## src/rtl/fetch_pkg.sv

```systemverilog
// fetch_pkg: shared FSM state, default fetch queue entry type and saturating counter helper
package fetch_pkg;
    typedef enum logic [1:0] {IDLE, REQ, DROP} fetch_state_e;
    localparam int DEF_ADDR_WIDTH = 64;
    localparam int DEF_INST_WIDTH = 32;
    localparam int PERF_WIDTH = 32;
    typedef struct packed {
        logic [DEF_INST_WIDTH-1:0] inst;
        logic [DEF_ADDR_WIDTH-1:0] pc;
        logic [DEF_ADDR_WIDTH-1:0] pcplus4;
    } fetch_entry_t;
    function automatic logic [PERF_WIDTH-1:0] sat_add(input logic [PERF_WIDTH-1:0] a, input logic [PERF_WIDTH-1:0] b);
        logic [PERF_WIDTH:0] s;
        s = {1'b0, a} + {1'b0, b};
        return s[PERF_WIDTH] ? '1 : s[PERF_WIDTH-1:0];
    endfunction
endpackage

```

## src/rtl/fetch_unit_q_fifo.sv

```systemverilog
// fetch_fifo: circular buffer with enqueue, dequeue and flush; depth must be a power of 2
module fetch_fifo
    import fetch_pkg::*;
#(
    parameter int DEPTH = 4,
    parameter type entry_t = fetch_entry_t,
    localparam int PW = $clog2(DEPTH),
    localparam int CW = PW + 1
) (
    input  logic          clk,
    input  logic          reset,
    input  logic          enq,
    input  logic          deq,
    input  logic          flush,
    input  entry_t        enq_data,
    output entry_t        head,
    output logic [CW-1:0] count,
    output logic          full,
    output logic          empty
);
    entry_t mem [DEPTH];
    logic [PW-1:0] rd_ptr, wr_ptr;
    // storage is written only by surviving enqueues
    always_ff @(posedge clk)
        if (enq && !flush) mem[wr_ptr] <= enq_data;
    // pointers wrap naturally at DEPTH; flush discards everything
    always_ff @(posedge clk) begin
        if (reset || flush) begin
            rd_ptr <= '0;
            wr_ptr <= '0;
            count  <= '0;
        end else begin
            wr_ptr <= wr_ptr + PW'(enq);
            rd_ptr <= rd_ptr + PW'(deq);
            count  <= count + CW'(enq) - CW'(deq);
        end
    end
    assign head  = mem[rd_ptr];
    assign full  = count == CW'(DEPTH);
    assign empty = count == '0;
endmodule

```

## src/rtl/fetch_unit_q.sv

```systemverilog
// fetch_unit_q: sequential PC fetch with one outstanding I-cache request, redirect and a decode queue (option: FETCH_PERF_CNT_EN)
module fetch_unit_q
    import fetch_pkg::*;
#(
    parameter int ADDR_WIDTH = 64,
    parameter int IC_DATA_WIDTH = 64,
    parameter int INST_WIDTH = 32,
    parameter int LINE_OFFSET_BITS = 6,
    parameter int QUEUE_DEPTH = 4,
    parameter logic [ADDR_WIDTH-1:0] RESET_PC = '0
) (
    input  logic                               clk,
    input  logic                               reset,
    input  logic                               redirect_valid,
    input  logic [ADDR_WIDTH-1:0]              redirect_target,
    output logic                               ic_req,
    output logic [ADDR_WIDTH-LINE_OFFSET_BITS-1:0] ic_line_addr,
    output logic [LINE_OFFSET_BITS-3:0]        ic_word_select,
    input  logic                               ic_ack,
    input  logic [IC_DATA_WIDTH-1:0]           ic_data_out,
    output logic                               out_valid,
    input  logic                               out_ready,
    output logic [INST_WIDTH-1:0]              out_inst,
    output logic [ADDR_WIDTH-1:0]              out_pc,
`ifdef FETCH_PERF_CNT_EN
    output logic [PERF_WIDTH-1:0]              perf_fetched,
    output logic [PERF_WIDTH-1:0]              perf_dropped,
    output logic [PERF_WIDTH-1:0]              perf_stall,
`endif
    output logic [ADDR_WIDTH-1:0]              out_pcplus4
);
    localparam int CW = $clog2(QUEUE_DEPTH) + 1;
    typedef struct packed {
        logic [INST_WIDTH-1:0] inst;
        logic [ADDR_WIDTH-1:0] pc;
        logic [ADDR_WIDTH-1:0] pcplus4;
    } entry_t;
    fetch_state_e state, state_next;
    logic [ADDR_WIDTH-1:0] pc, pc_next, req_pc, target;
    logic [CW-1:0] count, count_next;
    logic enq, deq, full, empty, space, issue, unused;
    entry_t head, enq_data;
    assign unused   = ^{ic_data_out[IC_DATA_WIDTH-1:INST_WIDTH], redirect_target[1:0]};
    assign target   = {redirect_target[ADDR_WIDTH-1:2], 2'b00};
    assign deq      = !empty && out_ready;
    assign enq_data = '{inst: ic_data_out[INST_WIDTH-1:0], pc: req_pc, pcplus4: req_pc + ADDR_WIDTH'(4)};
    fetch_fifo #(.DEPTH(QUEUE_DEPTH), .entry_t(entry_t)) u_fifo (
        .clk(clk),
        .reset(reset),
        .enq(enq),
        .deq(deq),
        .flush(redirect_valid),
        .enq_data(enq_data),
        .head(head),
        .count(count),
        .full(full),
        .empty(empty)
    );
    // state register, fetch PC and the address of the request in flight
    always_ff @(posedge clk) begin
        if (reset) begin
            state  <= IDLE;
            pc     <= RESET_PC;
            req_pc <= RESET_PC;
        end else begin
            state  <= state_next;
            pc     <= pc_next;
            req_pc <= issue ? pc_next : req_pc;
        end
    end
    // next state: a new request only while the queue will still have room
    always_comb begin
        count_next = redirect_valid ? '0 : count + CW'(enq) - CW'(deq);
        space      = count_next < CW'(QUEUE_DEPTH);
        state_next = state;
        unique case (state)
            IDLE:    state_next = (redirect_valid || !full || deq) ? REQ : IDLE;
            REQ:     state_next = redirect_valid ? (ic_ack ? REQ : DROP) : (ic_ack && !space) ? IDLE : REQ;
            DROP:    state_next = ic_ack ? REQ : DROP;
            default: state_next = IDLE;
        endcase
        pc_next = redirect_valid ? target : enq ? pc + ADDR_WIDTH'(4) : pc;
        issue   = state_next == REQ && (state != REQ || ic_ack);
    end
    // outputs: a response is kept only in REQ without a concurrent redirect
    always_comb begin
        ic_req      = state != IDLE;
        enq         = state == REQ && ic_ack && !redirect_valid;
        out_valid   = !empty;
        out_inst    = out_valid ? head.inst : '0;
        out_pc      = out_valid ? head.pc : '0;
        out_pcplus4 = out_valid ? head.pcplus4 : '0;
    end
    assign ic_line_addr   = req_pc[ADDR_WIDTH-1:LINE_OFFSET_BITS];
    assign ic_word_select = req_pc[LINE_OFFSET_BITS-1:2];
`ifdef FETCH_PERF_CNT_EN
    logic discard;
    logic [CW-1:0] flushed;
    assign discard = ic_ack && (state == DROP || (state == REQ && redirect_valid));
    assign flushed = redirect_valid ? count - CW'(deq) : '0;
    // saturating event counters; the head leaving on a redirect is not a drop
    always_ff @(posedge clk) begin
        if (reset) begin
            perf_fetched <= '0;
            perf_dropped <= '0;
            perf_stall   <= '0;
        end else begin
            perf_fetched <= sat_add(perf_fetched, PERF_WIDTH'(enq));
            perf_dropped <= sat_add(perf_dropped, PERF_WIDTH'(flushed) + PERF_WIDTH'(discard));
            perf_stall   <= sat_add(perf_stall, PERF_WIDTH'(state == IDLE && full));
        end
    end
`endif
endmodule
```

## config.mk

```make
export PLATFORM = sky130hd
export DESIGN_NAME = fetch_unit_q
export DESIGN_NICKNAME = d
export VERILOG_FILES = /design/src/rtl/fetch_pkg.sv /design/src/rtl/fetch_unit_q_fifo.sv /design/src/rtl/fetch_unit_q.sv
export SDC_FILE = /design/constraint.sdc
export NUM_CORES = 1
export LEC_CHECK = 0
export CAP_MARGIN = 5
export CELL_PAD_IN_SITES_DETAIL_PLACEMENT = 0
export CELL_PAD_IN_SITES_GLOBAL_PLACEMENT = 1
export CORE_MARGIN = 1
export CORE_UTILIZATION = 35
export DETAILED_ROUTE_END_ITERATION = 7
export MAX_ROUTING_LAYER = met4
export PLACE_DENSITY_LB_ADDON = 0.05
export SYNTH_ARGS = -nofsm -noshare
export SYNTH_HDL_FRONTEND = slang
export SYNTH_SLANG_ARGS = --single-unit
```

## constraint.sdc

```tcl
create_clock -name clk -period 20.9 [get_ports clk]
set_input_delay 5.225 -clock clk [delete_from_list [all_inputs] [get_ports clk]]
set_output_delay 5.225 -clock clk [all_outputs]
set_load 0.02 [all_outputs]
```

==> qor.csv <==
metric,value,unit
dieArea,92900,um2
synthXorXnorAreaFrac,0.0291,
ys_ff_latch,769,
rsz0062_at_grt,no,
hold_viol,0,
ys_async_sr_fraction,0,
vias,18718,
syn_area,32100,um2
final_max_slew_viol_count,0,
post-route-min-period,9.39,ns
slew_headroom,0.261,
outcome,completed,
rows,110,
core_area,90400,um2
path_clk_slew,0.06,ns
cp_cell_sequence,clkdlybuf4s50_1 -> nand4bb_1 -> clkinv_1 -> ha_1 -> fa_1 -> xor3_1 -> nand2b_1 -> a221o_2 -> buf_4 -> nor2_1 -> buf_4 -> a2bb2oi_1,
worst_path_most_repeated_cell,buf_4,
synth-compound-area-share,0.0341,
cpPeakStageDelay,0.66,ns
regArea,21700,um2
port_buffers,322,
arrival,9.96,ns
grt-ovfl-total,0,
cts-root-buf,clkbuf_16,
r2r_setup_slack,16.25,ns
switchingPower,0.840,mW
cts-htree-levels,3,
cts_max_path_buffers,3,
slowest_stage,clkinv_1,
cp_max_fo,28,
nFillCells,8190,
io_pins,357,
die_w,305,um
synthMuxAreaShare,0.115,
startpoint_type,input pin,
grt_usage,0.197,
synthAdderAreaFrac,0.00218,
wl_per_cell,25.0,um
area.growth.synth_to_final,21.7,%
path_delay_family,buffers and inverters,
gp_congestion,0.792,
synth_area_per_cell,15.7,um2
p_leak,12.5,nW
crit_type,input pin to register,
drive_gt1_frac,0.156,
die_h,305,um
crit_required,21.46,ns
synthCells,2047,
via_per_inst,5.22,
drc_errors,0,
routed_wl,89.5,mm
fin_crit_sh,0.449,
post_cts_buffers,0,
nets,2469,
seqPwrFrac,0.503,
drtIter0Drc,1185,
clockPowerShare,0.415,
grt_pass1_wl,131,mm
final_common_cell,edfxtp_1,
setup_viol_count_final,0,
worst_slew_pin_slew,1.10,ns
fin_hold_ws,0.466,ns
hold_buffers,0,
synthFlopType,edfxtp_1,
end_kind,register,
fin_tns_setup,0,ns
fmax,0.106,GHz
ant_nets,0,
clk_latency,0.64,ns
power_density,90.1,nW/um2
place_hpwl,57.2,mm
p_sw_frac,0.239,
synth-simple-area-share,0.112,
antenna_found_initial,3,
initial_utilization,0.355,
vdd_ir_drop_max,67.1,uV
yosys_warnings,0,
grt_pass1_vias,19126,
min-delay-path-class,register to register,
first_pass_iters,7,
synth_top_family_by_area,multiplexers,
path_buf_inv,4,
cts_tree,yes,
yosysUniqueCellTypes,73,
cts.repair.resized,0,
final_cell_mix,"632 x edfxtp_1, 320 x clkdlybuf4s50_1, 171 x and2_1",
cts_buffers,87,
ys_seq_area_frac,0.677,
synth-edff-count,632,
grt_max_degree,69,
drv_cap,0,
worst_clock_skew,0.0188,ns
internal_power,2.68,mW
multi_input_area,9440,um2
combPwrFrac,0.082,
clock_sinks,769,
synth_nets,2185,
[per-layer routing]
metal | track usage | up-vias | routed length [um]
li1 | - | 8452 | -
met1 | 0.271 | 9701 | 41400
met2 | 0.308 | 448 | 42600
met3 | 0.0289 | 117 | 3840
met4 | 0.0438 | 0 | 1720
met5 | - | - | 0
[worst reg2reg max path, stage by stage, from the launching register on]
cell and delay (ns):
dfxtp_1 0.41, nand4bb_1 0.60, clkinv_1 0.66, ha_1 0.42
fa_1 0.38, xor3_1 0.24, nand2b_1 0.21, a221o_2 0.60
buf_4 0.36, nor2_1 0.16, buf_4 0.32, a2bb2oi_1 0.23
[registers in the layout, indices dropped and copies added, names as in the netlist]
signal / count
u_fifo.mem: 632
pc: 64
req_pc: 64
u_fifo.count: 3
state: 2
u_fifo.rd_ptr: 2
u_fifo.wr_ptr: 2
[power groups by stage]
stage | combinational (mW) | clock, mW | sequential [mW]
final | 0.289 | 1.46 | 1.77
after global routing | 0.310 | 1.56 | 1.78
after global placement | 0.291 | 0 | 1.80
after CTS | 0.296 | 1.50 | 1.77
after floorplan | 0.169 | 0 | 1.78
after detailed placement | 0.295 | 0 | 1.80
[layout make-up]
cell class,count,share of cell area
sequential,769,0.556
multi-input combinational,1084,0.242
timing repair buffer,368,0.0912
clock buffer,115,0.0608
tap,1176,0.0377
clock inverter,47,0.00968
inverter,21,0.00202
antenna,6,0.000385
[cells in the mapped netlist, drive strengths merged (4+ instances only)]
library cell	instances	share of area
nor4	37	0.0087
mux4	158	0.11
o21ai	13	0.0020
and2	171	0.033
a221oi	4	0.0015
and4	8	0.0022
o41ai	16	0.0046
or4	9	0.0023
ha	4	0.0016
nor2b	9	0.0018
o21a	11	0.0026
nor2	128	0.015
inv	20	0.0023
edfxtp	632	0.59
xnor2	69	0.019
mux2i	11	0.0034
a2bb2oi	4	0.0011
nand2b	4	0.00078
clkbuf	79	0.0092
o31ai	5	0.0013
dfxtp	137	0.085
nand4	44	0.0090
or2	5	0.00097
nor3	48	0.0076
and3	22	0.0043
o31a	7	0.0019
a21oi	20	0.0031
or3	12	0.0025
a31o	5	0.0014
o22a	12	0.0033
nand3	84	0.013
a211oi	25	0.0062
xor2	35	0.0096
nand2	72	0.0084
buf	94	0.019
[cell families (layout without fill, tap and decap cells)]
| group | count (synthesis) | count (layout) |
|---|---|---|
| and+or+nand+nor | 660 | 660 |
| muxes | 172 | 172 |
| adders and majority gates | 5 | 5 |
| xor gates and xnor gates | 105 | 105 |
| buffers and inverters | 194 | 551 |
| other | 0 | 6 |
| AOI/OAI and AO/OA | 142 | 142 |
| DFF | 769 | 769 |
[metrics by stage]
stage	setup slack [ns]	util	cell area (um2)	total power, mW	instances
after detailed placement	10.81	0.401	36300	2.10	3418
after floorplan	3.03	-	32100	1.95	2047
after global routing	11.32	0.432	39000	3.64	3581
after CTS	11.50	0.432	39000	3.57	3580
final	11.51	0.432	39000	3.52	3586
after global placement	10.92	0.401	36300	2.09	3418
[path summary, 6_finish.rpt]
path	start	end	depth (start not counted)
worst max-delay path	ic_ack	req_pc[2]	12
worst min-delay path	pc[0]	pc[0]	1
worst max register to register	state[1]	req_pc[2]	11
worst min register to register	pc[0]	pc[0]	1
No activity file was read; power rests on OpenSTA's default activity.
